==> src/rtl/apb4_master_pkg.sv <==
// Shared types and helpers for the APB4 requester and its wait-state watchdog.
package apb4_master_pkg;

  typedef enum logic [1:0] {
    IDLE   = 2'd0,
    SETUP  = 2'd1,
    ACCESS = 2'd2,
    RESP   = 2'd3
  } state_e;

  localparam int PPROT_W = 3;

  function automatic int strb_width(input int data_width);
    return data_width / 8;
  endfunction

endpackage

==> src/rtl/apb4_req_master_if.sv <==
// Command, response and APB4 signal bundle; "master" is the requester view, "slave" the environment view.
interface apb4_req_master_if #(
  parameter int ADDR_WIDTH = 32,
  parameter int DATA_WIDTH = 32
);
  localparam int STRB_WIDTH = apb4_master_pkg::strb_width(DATA_WIDTH);

  logic                  req_valid_i;
  logic                  req_ready_o;
  logic                  req_write_i;
  logic [ADDR_WIDTH-1:0] req_addr_i;
  logic [DATA_WIDTH-1:0] req_wdata_i;
  logic [STRB_WIDTH-1:0] req_strb_i;
  logic [2:0]            req_prot_i;

  logic                  rsp_valid_o;
  logic                  rsp_ready_i;
  logic [DATA_WIDTH-1:0] rsp_rdata_o;
  logic                  rsp_err_o;
  logic                  rsp_timeout_o;

  logic [ADDR_WIDTH-1:0] paddr_o;
  logic [2:0]            pprot_o;
  logic                  psel_o;
  logic                  penable_o;
  logic                  pwrite_o;
  logic [DATA_WIDTH-1:0] pwdata_o;
  logic [STRB_WIDTH-1:0] pstrb_o;
  logic                  pready_i;
  logic [DATA_WIDTH-1:0] prdata_i;
  logic                  pslverr_i;

  modport master (
    input  req_valid_i, req_write_i, req_addr_i, req_wdata_i, req_strb_i, req_prot_i,
    output req_ready_o,
    output rsp_valid_o, rsp_rdata_o, rsp_err_o, rsp_timeout_o,
    input  rsp_ready_i,
    output paddr_o, pprot_o, psel_o, penable_o, pwrite_o, pwdata_o, pstrb_o,
    input  pready_i, prdata_i, pslverr_i
  );

  modport slave (
    output req_valid_i, req_write_i, req_addr_i, req_wdata_i, req_strb_i, req_prot_i,
    input  req_ready_o,
    input  rsp_valid_o, rsp_rdata_o, rsp_err_o, rsp_timeout_o,
    output rsp_ready_i,
    input  paddr_o, pprot_o, psel_o, penable_o, pwrite_o, pwdata_o, pstrb_o,
    output pready_i, prdata_i, pslverr_i
  );

endinterface

==> src/rtl/apb4_master_wdt.sv <==
// Saturating count of ACCESS cycles spent waiting on pready; flags the cycle that would reach TIMEOUT.
module apb4_master_wdt #(
  parameter int TIMEOUT = 255
) (
  input  logic clk_i,
  input  logic rst_i,
  input  logic clr_i,
  input  logic en_i,
  output logic timeout_o
);
  localparam int CNT_W = $clog2(TIMEOUT + 2);
  localparam int LAST_INT = (TIMEOUT == 0) ? 0 : TIMEOUT - 1;
  localparam logic [CNT_W-1:0] LAST = LAST_INT[CNT_W-1:0];
  localparam logic [CNT_W-1:0] CNT_MAX = '1;

  logic [CNT_W-1:0] cnt_q, cnt_d;

  always_comb begin
    cnt_d = cnt_q;
    if (clr_i) begin
      cnt_d = '0;
    end else if (en_i && (cnt_q != CNT_MAX)) begin
      cnt_d = cnt_q + 1'b1;
    end
  end

  always_ff @(posedge clk_i or posedge rst_i) begin
    if (rst_i) begin
      cnt_q <= '0;
    end else begin
      cnt_q <= cnt_d;
    end
  end

  // Fires in the waiting cycle whose increment would make the count equal TIMEOUT.
  assign timeout_o = (TIMEOUT != 0) && en_i && (cnt_q >= LAST);

endmodule

==> src/rtl/apb4_req_master.sv <==
// APB4 requester: one valid/ready command becomes one APB transfer, answered on a valid/ready response.
module apb4_req_master
  import apb4_master_pkg::*;
#(
  parameter int ADDR_WIDTH = 32,
  parameter int DATA_WIDTH = 32,
  parameter int TIMEOUT    = 255
) (
  input logic               clk_i,
  input logic               rst_i,
  apb4_req_master_if.master bus
);
  localparam int STRB_WIDTH = strb_width(DATA_WIDTH);

  state_e                state_q, state_d;
  logic                  req_ready_q, req_ready_d;
  logic                  psel_q, psel_d;
  logic                  penable_q, penable_d;
  logic                  rsp_valid_q, rsp_valid_d;
  logic [ADDR_WIDTH-1:0] paddr_q, paddr_d;
  logic [PPROT_W-1:0]    pprot_q, pprot_d;
  logic                  pwrite_q, pwrite_d;
  logic [DATA_WIDTH-1:0] pwdata_q, pwdata_d;
  logic [STRB_WIDTH-1:0] pstrb_q, pstrb_d;
  logic [DATA_WIDTH-1:0] rsp_rdata_q, rsp_rdata_d;
  logic                  rsp_err_q, rsp_err_d;
  logic                  rsp_timeout_q, rsp_timeout_d;

  logic req_hs;
  logic wdt_en;
  logic wdt_timeout;

  assign req_hs = (state_q == IDLE) && bus.req_valid_i && req_ready_q;
  assign wdt_en = (state_q == ACCESS) && !bus.pready_i;

  apb4_master_wdt #(
    .TIMEOUT (TIMEOUT)
  ) u_wdt (
    .clk_i     (clk_i),
    .rst_i     (rst_i),
    .clr_i     (req_hs),
    .en_i      (wdt_en),
    .timeout_o (wdt_timeout)
  );

  always_comb begin
    state_d       = state_q;
    paddr_d       = paddr_q;
    pprot_d       = pprot_q;
    pwrite_d      = pwrite_q;
    pwdata_d      = pwdata_q;
    pstrb_d       = pstrb_q;
    rsp_rdata_d   = rsp_rdata_q;
    rsp_err_d     = rsp_err_q;
    rsp_timeout_d = rsp_timeout_q;

    case (state_q)
      IDLE: begin
        if (req_hs) begin
          state_d  = SETUP;
          paddr_d  = bus.req_addr_i;
          pprot_d  = bus.req_prot_i;
          pwrite_d = bus.req_write_i;
          pwdata_d = bus.req_wdata_i;
          pstrb_d  = bus.req_write_i ? bus.req_strb_i : '0;
        end
      end
      SETUP: begin
        state_d = ACCESS;
      end
      ACCESS: begin
        // A late pready in the timeout cycle still completes the transfer normally.
        if (bus.pready_i) begin
          state_d       = RESP;
          rsp_err_d     = bus.pslverr_i;
          rsp_timeout_d = 1'b0;
          rsp_rdata_d   = (!pwrite_q && !bus.pslverr_i) ? bus.prdata_i : '0;
        end else if (wdt_timeout) begin
          state_d       = RESP;
          rsp_err_d     = 1'b1;
          rsp_timeout_d = 1'b1;
          rsp_rdata_d   = '0;
        end
      end
      RESP: begin
        if (bus.rsp_ready_i) begin
          state_d       = IDLE;
          rsp_rdata_d   = '0;
          rsp_err_d     = 1'b0;
          rsp_timeout_d = 1'b0;
        end
      end
      default: begin
        state_d = IDLE;
      end
    endcase

    // Handshake/strobe outputs are registered decodes of the next state.
    req_ready_d = (state_d == IDLE);
    psel_d      = (state_d == SETUP) || (state_d == ACCESS);
    penable_d   = (state_d == ACCESS);
    rsp_valid_d = (state_d == RESP);
  end

  always_ff @(posedge clk_i or posedge rst_i) begin
    if (rst_i) begin
      state_q       <= IDLE;
      req_ready_q   <= 1'b0;
      psel_q        <= 1'b0;
      penable_q     <= 1'b0;
      rsp_valid_q   <= 1'b0;
      paddr_q       <= '0;
      pprot_q       <= '0;
      pwrite_q      <= 1'b0;
      pwdata_q      <= '0;
      pstrb_q       <= '0;
      rsp_rdata_q   <= '0;
      rsp_err_q     <= 1'b0;
      rsp_timeout_q <= 1'b0;
    end else begin
      state_q       <= state_d;
      req_ready_q   <= req_ready_d;
      psel_q        <= psel_d;
      penable_q     <= penable_d;
      rsp_valid_q   <= rsp_valid_d;
      paddr_q       <= paddr_d;
      pprot_q       <= pprot_d;
      pwrite_q      <= pwrite_d;
      pwdata_q      <= pwdata_d;
      pstrb_q       <= pstrb_d;
      rsp_rdata_q   <= rsp_rdata_d;
      rsp_err_q     <= rsp_err_d;
      rsp_timeout_q <= rsp_timeout_d;
    end
  end

  assign bus.req_ready_o   = req_ready_q;
  assign bus.psel_o        = psel_q;
  assign bus.penable_o     = penable_q;
  assign bus.rsp_valid_o   = rsp_valid_q;
  assign bus.paddr_o       = paddr_q;
  assign bus.pprot_o       = pprot_q;
  assign bus.pwrite_o      = pwrite_q;
  assign bus.pwdata_o      = pwdata_q;
  assign bus.pstrb_o       = pstrb_q;
  assign bus.rsp_rdata_o   = rsp_rdata_q;
  assign bus.rsp_err_o     = rsp_err_q;
  assign bus.rsp_timeout_o = rsp_timeout_q;

endmodule

==> src/flat_wrapper.sv <==
// flat-port wrapper written by rule: the top's interface ports become plain ports
module apb4_req_master_flat import apb4_master_pkg::*;
#(
  parameter int ADDR_WIDTH = 32,
  parameter int DATA_WIDTH = 32,
  parameter int TIMEOUT    = 255
)
  (clk_i, rst_i, bus_req_valid_i, bus_req_write_i, bus_req_addr_i, bus_req_wdata_i, bus_req_strb_i, bus_req_prot_i, bus_req_ready_o, bus_rsp_valid_o, bus_rsp_rdata_o, bus_rsp_err_o, bus_rsp_timeout_o, bus_rsp_ready_i, bus_paddr_o, bus_pprot_o, bus_psel_o, bus_penable_o, bus_pwrite_o, bus_pwdata_o, bus_pstrb_o, bus_pready_i, bus_prdata_i, bus_pslverr_i);
  apb4_req_master_if #(.ADDR_WIDTH(ADDR_WIDTH), .DATA_WIDTH(DATA_WIDTH)) bus_i ();
  input logic clk_i;
  input logic rst_i;
  input wire logic [$bits(bus_i.req_valid_i)-1:0] bus_req_valid_i;
  input wire logic [$bits(bus_i.req_write_i)-1:0] bus_req_write_i;
  input wire logic [$bits(bus_i.req_addr_i)-1:0] bus_req_addr_i;
  input wire logic [$bits(bus_i.req_wdata_i)-1:0] bus_req_wdata_i;
  input wire logic [$bits(bus_i.req_strb_i)-1:0] bus_req_strb_i;
  input wire logic [$bits(bus_i.req_prot_i)-1:0] bus_req_prot_i;
  output wire logic [$bits(bus_i.req_ready_o)-1:0] bus_req_ready_o;
  output wire logic [$bits(bus_i.rsp_valid_o)-1:0] bus_rsp_valid_o;
  output wire logic [$bits(bus_i.rsp_rdata_o)-1:0] bus_rsp_rdata_o;
  output wire logic [$bits(bus_i.rsp_err_o)-1:0] bus_rsp_err_o;
  output wire logic [$bits(bus_i.rsp_timeout_o)-1:0] bus_rsp_timeout_o;
  input wire logic [$bits(bus_i.rsp_ready_i)-1:0] bus_rsp_ready_i;
  output wire logic [$bits(bus_i.paddr_o)-1:0] bus_paddr_o;
  output wire logic [$bits(bus_i.pprot_o)-1:0] bus_pprot_o;
  output wire logic [$bits(bus_i.psel_o)-1:0] bus_psel_o;
  output wire logic [$bits(bus_i.penable_o)-1:0] bus_penable_o;
  output wire logic [$bits(bus_i.pwrite_o)-1:0] bus_pwrite_o;
  output wire logic [$bits(bus_i.pwdata_o)-1:0] bus_pwdata_o;
  output wire logic [$bits(bus_i.pstrb_o)-1:0] bus_pstrb_o;
  input wire logic [$bits(bus_i.pready_i)-1:0] bus_pready_i;
  input wire logic [$bits(bus_i.prdata_i)-1:0] bus_prdata_i;
  input wire logic [$bits(bus_i.pslverr_i)-1:0] bus_pslverr_i;
  assign bus_i.req_valid_i = bus_req_valid_i;
  assign bus_i.req_write_i = bus_req_write_i;
  assign bus_i.req_addr_i = bus_req_addr_i;
  assign bus_i.req_wdata_i = bus_req_wdata_i;
  assign bus_i.req_strb_i = bus_req_strb_i;
  assign bus_i.req_prot_i = bus_req_prot_i;
  assign bus_req_ready_o = bus_i.req_ready_o;
  assign bus_rsp_valid_o = bus_i.rsp_valid_o;
  assign bus_rsp_rdata_o = bus_i.rsp_rdata_o;
  assign bus_rsp_err_o = bus_i.rsp_err_o;
  assign bus_rsp_timeout_o = bus_i.rsp_timeout_o;
  assign bus_i.rsp_ready_i = bus_rsp_ready_i;
  assign bus_paddr_o = bus_i.paddr_o;
  assign bus_pprot_o = bus_i.pprot_o;
  assign bus_psel_o = bus_i.psel_o;
  assign bus_penable_o = bus_i.penable_o;
  assign bus_pwrite_o = bus_i.pwrite_o;
  assign bus_pwdata_o = bus_i.pwdata_o;
  assign bus_pstrb_o = bus_i.pstrb_o;
  assign bus_i.pready_i = bus_pready_i;
  assign bus_i.prdata_i = bus_prdata_i;
  assign bus_i.pslverr_i = bus_pslverr_i;
  apb4_req_master #(.ADDR_WIDTH(ADDR_WIDTH), .DATA_WIDTH(DATA_WIDTH), .TIMEOUT(TIMEOUT)) u_core (.clk_i(clk_i), .rst_i(rst_i), .bus(bus_i));
endmodule
==> config.mk <==
export PLATFORM = sky130hd
export DESIGN_NAME = apb4_req_master_flat
export DESIGN_NICKNAME = d
export VERILOG_FILES = /design/src/rtl/apb4_master_pkg.sv /design/src/rtl/apb4_req_master_if.sv /design/src/rtl/apb4_master_wdt.sv /design/src/rtl/apb4_req_master.sv /design/src/flat_wrapper.sv
export SDC_FILE = /design/constraint.sdc
export NUM_CORES = 1
export LEC_CHECK = 0
export CELL_PAD_IN_SITES_DETAIL_PLACEMENT = 0
export CELL_PAD_IN_SITES_GLOBAL_PLACEMENT = 1
export CORE_UTILIZATION = 32
export CTS_CLUSTER_DIAMETER = 100
export DETAILED_ROUTE_END_ITERATION = 16
export PLACE_DENSITY_LB_ADDON = 0.1
export SKIP_LAST_GASP = 1
export SLEW_MARGIN = 20
export SYNTH_ARGS = -nofsm -noshare
export SYNTH_HDL_FRONTEND = slang
export SYNTH_SLANG_ARGS = --single-unit
==> constraint.sdc <==
create_clock -name clk_i -period 11.55 [get_ports clk_i]
set_input_delay 2.31 -clock clk_i [delete_from_list [all_inputs] [get_ports clk_i]]
set_output_delay 2.31 -clock clk_i [all_outputs]
set_load 0.03 [all_outputs]
### Word-level counts from Yosys, hierarchy flattened

Cells that the tools add are included.
W data, S select, Z words.

| cells by class | value |
|---|---|
| equal/unequal tests | 9 |
| magnitude comparators | 1 |
| add/subtract/negate cells | 1 |
| reductions and logical operators | 16 |
| multiplexer cells | 19 |

Operators with widths:

| kind | count |
|---|---|
| $mux W32 | 4 |
| $pmux W32 S2 | 1 |
| $mux W9 | 2 |
| $add A9 B1 Y9 const B | 1 |
| $ge A9 B8 Y1 const B | 1 |
| $ne A9 B9 Y1 const B | 1 |
| $eq A2 B2 Y1 const B | 4 |
| $mux W2 | 4 |
| $pmux W2 S4 | 1 |
| $logic_and A1 B1 Y1 | 6 |
| $eq A2 B1 Y1 const B | 2 |
| $logic_not A2 Y1 | 2 |
| $mux W1 | 4 |
| $mux W4 | 1 |
| $pmux W1 S2 | 2 |
| $reduce_bool A2 Y1 | 2 |
| $logic_not A1 Y1 | 3 |
| $ne A3 B3 Y1 const B | 1 |
| $reduce_and A3 Y1 | 1 |
| $ne A2 B2 Y1 const B | 1 |
| $reduce_and A2 Y1 | 1 |
| $logic_or A1 B1 Y1 | 1 |

| word-level totals | value |
|---|---|
| register bits after elaboration | 121 |
| logic and storage cells | 60 |

### Longest topological paths before layout

| depth | value |
|---|---|
| word-level depth | 8 |
| gate-level depth with buffers | 8 |
| mapped depth without buffers | 7 |

### Cells and area by module

From an unflattened synthesis, not the netlist that was laid out.

| second synthesis, totals | value |
|---|---|
| cells, all modules | 360 |
| area, all modules | 5116.2 um^2 |

Modules (own cells, without submodules):

| module | times used | cells each | area an instance (um^2) |
|---|---|---|---|
| apb4_req_master | 1 | 308 | 4624.4 |
| apb4_master_wdt | 1 | 52 | 491.7 |

### Worst setup path before layout

Ideal clock, no wire load.

| path | value |
|---|---|
| kind | input to register |
| from | input port bus_pready_i |
| to | register u_core.u_wdt.cnt_q[7] |
| path buffers | 0 |
| stages | 4 |
| required time | 11.430 ns |
| setup slack | 8.280 ns |
| arrival time | 3.150 ns |
| cell sequence | nor4b_4 -> nand4_1 -> xor2_1 -> nor2_2 |

| on the way | value |
|---|---|
| cells in the longest elaborated chain, start to end | 4 |

RTL lines:

| item | line | RTL |
|---|---|---|
| start, declared | flat_wrapper.sv:31 | `input wire logic [$bits(bus_i.pready_i)-1:0] bus_pready_i;` |
| $logic_not A1 Y1 | apb4_req_master.sv:34 | `assign wdt_en = (state_q == ACCESS) && !bus.pready_i;` |
| $logic_and A1 B1 Y1 | apb4_req_master.sv:34 |  |
| $logic_and A1 B1 Y1 | apb4_master_wdt.sv:22 | `end else if (en_i && (cnt_q != CNT_MAX)) begin` |
| $reduce_bool A2 Y1 (no source line) | -- |  |
| end signal, assigned | apb4_master_wdt.sv:31 | `cnt_q <= cnt_d;` |
| end, declared | apb4_master_wdt.sv:16 | `logic [CNT_W-1:0] cnt_q, cnt_d;` |

No other way between the ends.
A chain may end at the register's enable or synchronous reset.

### Worst setup path in the final report

| path | value |
|---|---|
| from | register u_core.pwrite_q (netlist: u_core.bus.pwrite_o) |
| to | output port bus_pwrite_o |

RTL lines:

| item | line | RTL |
|---|---|---|
| start, declared | apb4_req_master.sv:22 | `logic pwrite_q, pwrite_d;` |
| start signal, assigned | apb4_req_master.sv:128 | `pwrite_q <= pwrite_d;` |
| end, declared | flat_wrapper.sv:28 | `output wire logic [$bits(bus_i.pwrite_o)-1:0] bus_pwrite_o;` |

No word-level cell between the ends.

==> summary.md <==
| Metric | Value |
|---|---|
| Via density per instance | `approximately 4.6` |
| Antenna violations before repair | `0` |
| Number of nets in the layout | `793` |
| Measured slew at the worst slew-check pin | `between 0.8 and 0.9 ns` |
| Largest clock skew in the final design | `roughly 0.0075 ns` |
| Proportion of register bits with asynchronous set or reset after synthesis | `1.00` |
| Result of the run | `finished, final reports clean` |
| X dimension of the die | `~120 um` |
| Nature of the critical path endpoint | `output pin` |
| Dpl cell area | `between 7000 and 8000 um2` |
| Post-route cell area | `7620 um2` |
| Setup Viol. Count Final | `0` |
| Startpoint type of the worst setup path | `flop` |
| Via count of the first global-routing pass | `~4.0k` |
| Worst hold path cell count | `2` |
| Post-CTS Setup Inserts | `0` |
| Register clock-pin slew on the reported worst setup and hold paths | `about 0.050 ns` |
| Crit-path cells | `clkdlybuf4s50_1` |
| Required time at the endpoint of the critical path | `just over 9 ns` |
| Count of filler cells inserted in the layout | `roughly 1.2k` |
| Number of buffers between clock root and the deepest sink | `2` |
| Synthesis-to-layout area growth | `62.4%` |
| Initial standard-cell utilization of the core | `0.333` |
| Final Routed Wirelength | `~13000 um` |
| Port Buf Inserts | `approximately 220` |
| Fraction of layout cells with a size suffix above 1 | `0.0595` |
| Crit path DAT | `approximately 1.5 ns` |
| Number of slew-limit violations in the final report | `0` |
| Setup TNS | `0 ns` |
| Hpwl dp | `8690 um` |
| DRC violation count after routing | `0` |
| Buffer and inverter count on the worst path | `1` |
| Die outline height | `around 120 um` |
| H-tree levels | `4` |
| GRT Overall Usage | `0.179` |
| Mean routed wirelength per cell | `14.7 um` |
| Count of final hold-check violations | `0` |
| Clock network latency to the later pin of the worst-skew pair | `a little over 0.4 ns` |
| Highest ir drop seen on vdd | `~130 uV` |
| Critical path depth in cells | `1` |
| Max-capacitance violation count | `0` |
| CTS-repair resized insts | `0` |
| Worst min path class | `flop to flop` |
| WS Path Type | `flop to output pin` |
| Via Count | `3955` |
| Iteration-0 DRC Markers | `241` |
| Synth Area per Inst | `about 10 um2` |
| Leakage | `3.65 nW` |
| Post-Synthesis Cells | `around 460` |
| Pin count of the biggest net entering global routing | `80` |
| Number of placed I/O pins | `220` |
| First-pass detailed-route iteration total | `5` |
| First-pass GRT wire length | `just over 20000 um` |
| Pwr per Cell Area | `roughly 280 nW/um2` |
| Number of hold buffers added after cts | `0` |
| Count of inserted antenna diode cells | `0` |
| Most used DFF post-synth | `sky130_fd_sc_hd__dfrtp_1` |
| Library cell contributing the largest single delay on the critical path | `sky130_fd_sc_hd__clkdlybuf4s50_1` |
| Final core utilization | `0.541` |
| Family with the most delay on the worst path | `buffers and inverters` |
| Final Total Pwr | `about 2.1 mW` |
| Max_slew headroom | `0.441` |
| Root Buffer | `sky130_fd_sc_hd__clkbuf_16` |
| Number of unique standard cell types used by synthesis | `28` |
| Total die area | `between 15000 and 20000 um2` |
| Number of cell instances on the worst register-to-register path | `7` |
| Highest net fanout along the worst path | `3` |
| Core Region | `roughly 14000 um2` |
| Warnings from Yosys | `0` |
| Number of clock buffers inserted by TritonCTS | `17` |
| Gr ovfl total | `0` |
| Setup repair after global routing missed its margin | `no` |
| Global placer's final weighted congestion | `0.696` |
| CTS Sinks | `between 100 and 150` |
| Stage delay of the slowest cell on the critical path | `0.70 ns` |
| Row cnt | `43` |
| Part of the Yosys area used for sequential elements | `0.645` |
| Minimum clock period after layout | `3.84 ns` |
| Final period utilization | `0.332` |
| Net count of the mapped netlist | `between 500 and 600` |
| Post-synthesis instance area | `4690 um2` |
| Number of enable flip-flop cells after synthesis | `0` |
| Number of routed nets with antenna violations | `0` |
| Fmax | `around 0.26 GHz` |
| Register bit total from synthesis | `121` |
| CTS tree | `done` |
-- cell usage in the layout (no fill, tap or decap), types with 6 or more instances in the layout --
cell type and n:
sky130_fd_sc_hd__a22o_1 33, sky130_fd_sc_hd__clkbuf_16 17, sky130_fd_sc_hd__clkdlybuf4s50_1 219, sky130_fd_sc_hd__clkinv_2 7, sky130_fd_sc_hd__dfrtp_1 121, sky130_fd_sc_hd__ha_1 6
sky130_fd_sc_hd__nand2_1 216, sky130_fd_sc_hd__nand3_1 9, sky130_fd_sc_hd__nor2_1 10
-- cells by family after synthesis --
family          after synthesis  share of synthesized area
fa+ha+maj                     6                     0.0160
simple gates                250                      0.219
buf+inv                      30                     0.0315
xor+xnor                      5                    0.00933
mux                           1                    0.00213
flops                       121                      0.645
compound gates               45                     0.0773
-- synth_stat cells (3+ instances only) --
| cell type | instances | area share |
|---|---|---|
| sky130_fd_sc_hd__nand3_1 | 10 | 0.011 |
| sky130_fd_sc_hd__xor2_1 | 4 | 0.0075 |
| sky130_fd_sc_hd__o21ai_1 | 4 | 0.0043 |
| sky130_fd_sc_hd__nand4_1 | 3 | 0.0040 |
| sky130_fd_sc_hd__ha_1 | 6 | 0.016 |
| sky130_fd_sc_hd__a22o_1 | 33 | 0.062 |
| sky130_fd_sc_hd__nor2_1 | 10 | 0.0080 |
| sky130_fd_sc_hd__and3_1 | 3 | 0.0040 |
| sky130_fd_sc_hd__dfrtp_1 | 121 | 0.65 |
| sky130_fd_sc_hd__clkbuf_1 | 5 | 0.0040 |
| sky130_fd_sc_hd__buf_2 | 16 | 0.017 |
| sky130_fd_sc_hd__nand2_1 | 216 | 0.17 |
| sky130_fd_sc_hd__inv_1 | 6 | 0.0048 |
-- where the power goes --
group | internal, mW | switching (mW)
sequential | 0.588 | 0.100
clock | 0.346 | 0.179
combinational | 0.381 | 0.521
-- through the flow --
stage	setup WS, ns	instances	hold slack (ns)
after detailed placement	7.30	838	0.457
after floorplan	6.03	458	0.478
final	7.71	869	0.469
after CTS	7.68	869	0.469
after global routing	7.54	869	0.489
after global placement	7.35	838	0.454
-- flip-flops by register name, summed over array words and instances (netlist names) --
signal / cells
u_core.bus.rsp_rdata_o: 32
u_core.bus.pwrite_o: 1
u_core.bus.psel_o: 1
u_core.bus.pstrb_o: 4
u_core.bus.req_ready_o: 1
u_core.bus.pwdata_o: 32
u_core.bus.paddr_o: 32
u_core.bus.rsp_timeout_o: 1
u_core.bus.rsp_err_o: 1
u_core.bus.pprot_o: 3
u_core.bus.rsp_valid_o: 1
u_core.state_q: 2
u_core.u_wdt.cnt_q: 9
u_core.bus.penable_o: 1
-- final timing paths --
kind	endpoint	from	slack, ns
min reg2reg	u_core.bus.pstrb_o[1]	u_core.bus.pstrb_o[1]	0.47
min in group asynchronous	u_core.bus.rsp_rdata_o[29]	rst_i	2.38
max in group asynchronous	u_core.bus.rsp_rdata_o[0]	rst_i	7.84
max	bus_pwrite_o	u_core.bus.pwrite_o	7.71
max reg2reg	u_core.u_wdt.cnt_q[7]	u_core.u_wdt.cnt_q[2]	9.36
min	u_core.bus.pstrb_o[1]	u_core.bus.pstrb_o[1]	0.47
-- layer usage --
layer | global-route usage | up-vias | part of all wire
met1 | 0.224 | 1852 | 0.45
met2 | 0.267 | 159 | 0.44
li1 | - | 1921 | -
met4 | 0.0866 | 0 | 0.024
met3 | 0.0738 | 23 | 0.086
met5 | 0 | - | 0
-- final cells by class --
type | instances | area [um2] | share of cell area
Multi-Input combinational cell | 307 | 1530 | 0.200
Tap cell | 180 | 225 | 0.0296
Timing Repair Buffer | 224 | 2230 | 0.293
Inverter | 6 | 25.0 | 0.00328
Clock buffer | 21 | 460 | 0.0604
Clock inverter | 10 | 125 | 0.0164
Sequential cell | 121 | 3030 | 0.397
Power figures use the tool's default switching activity.
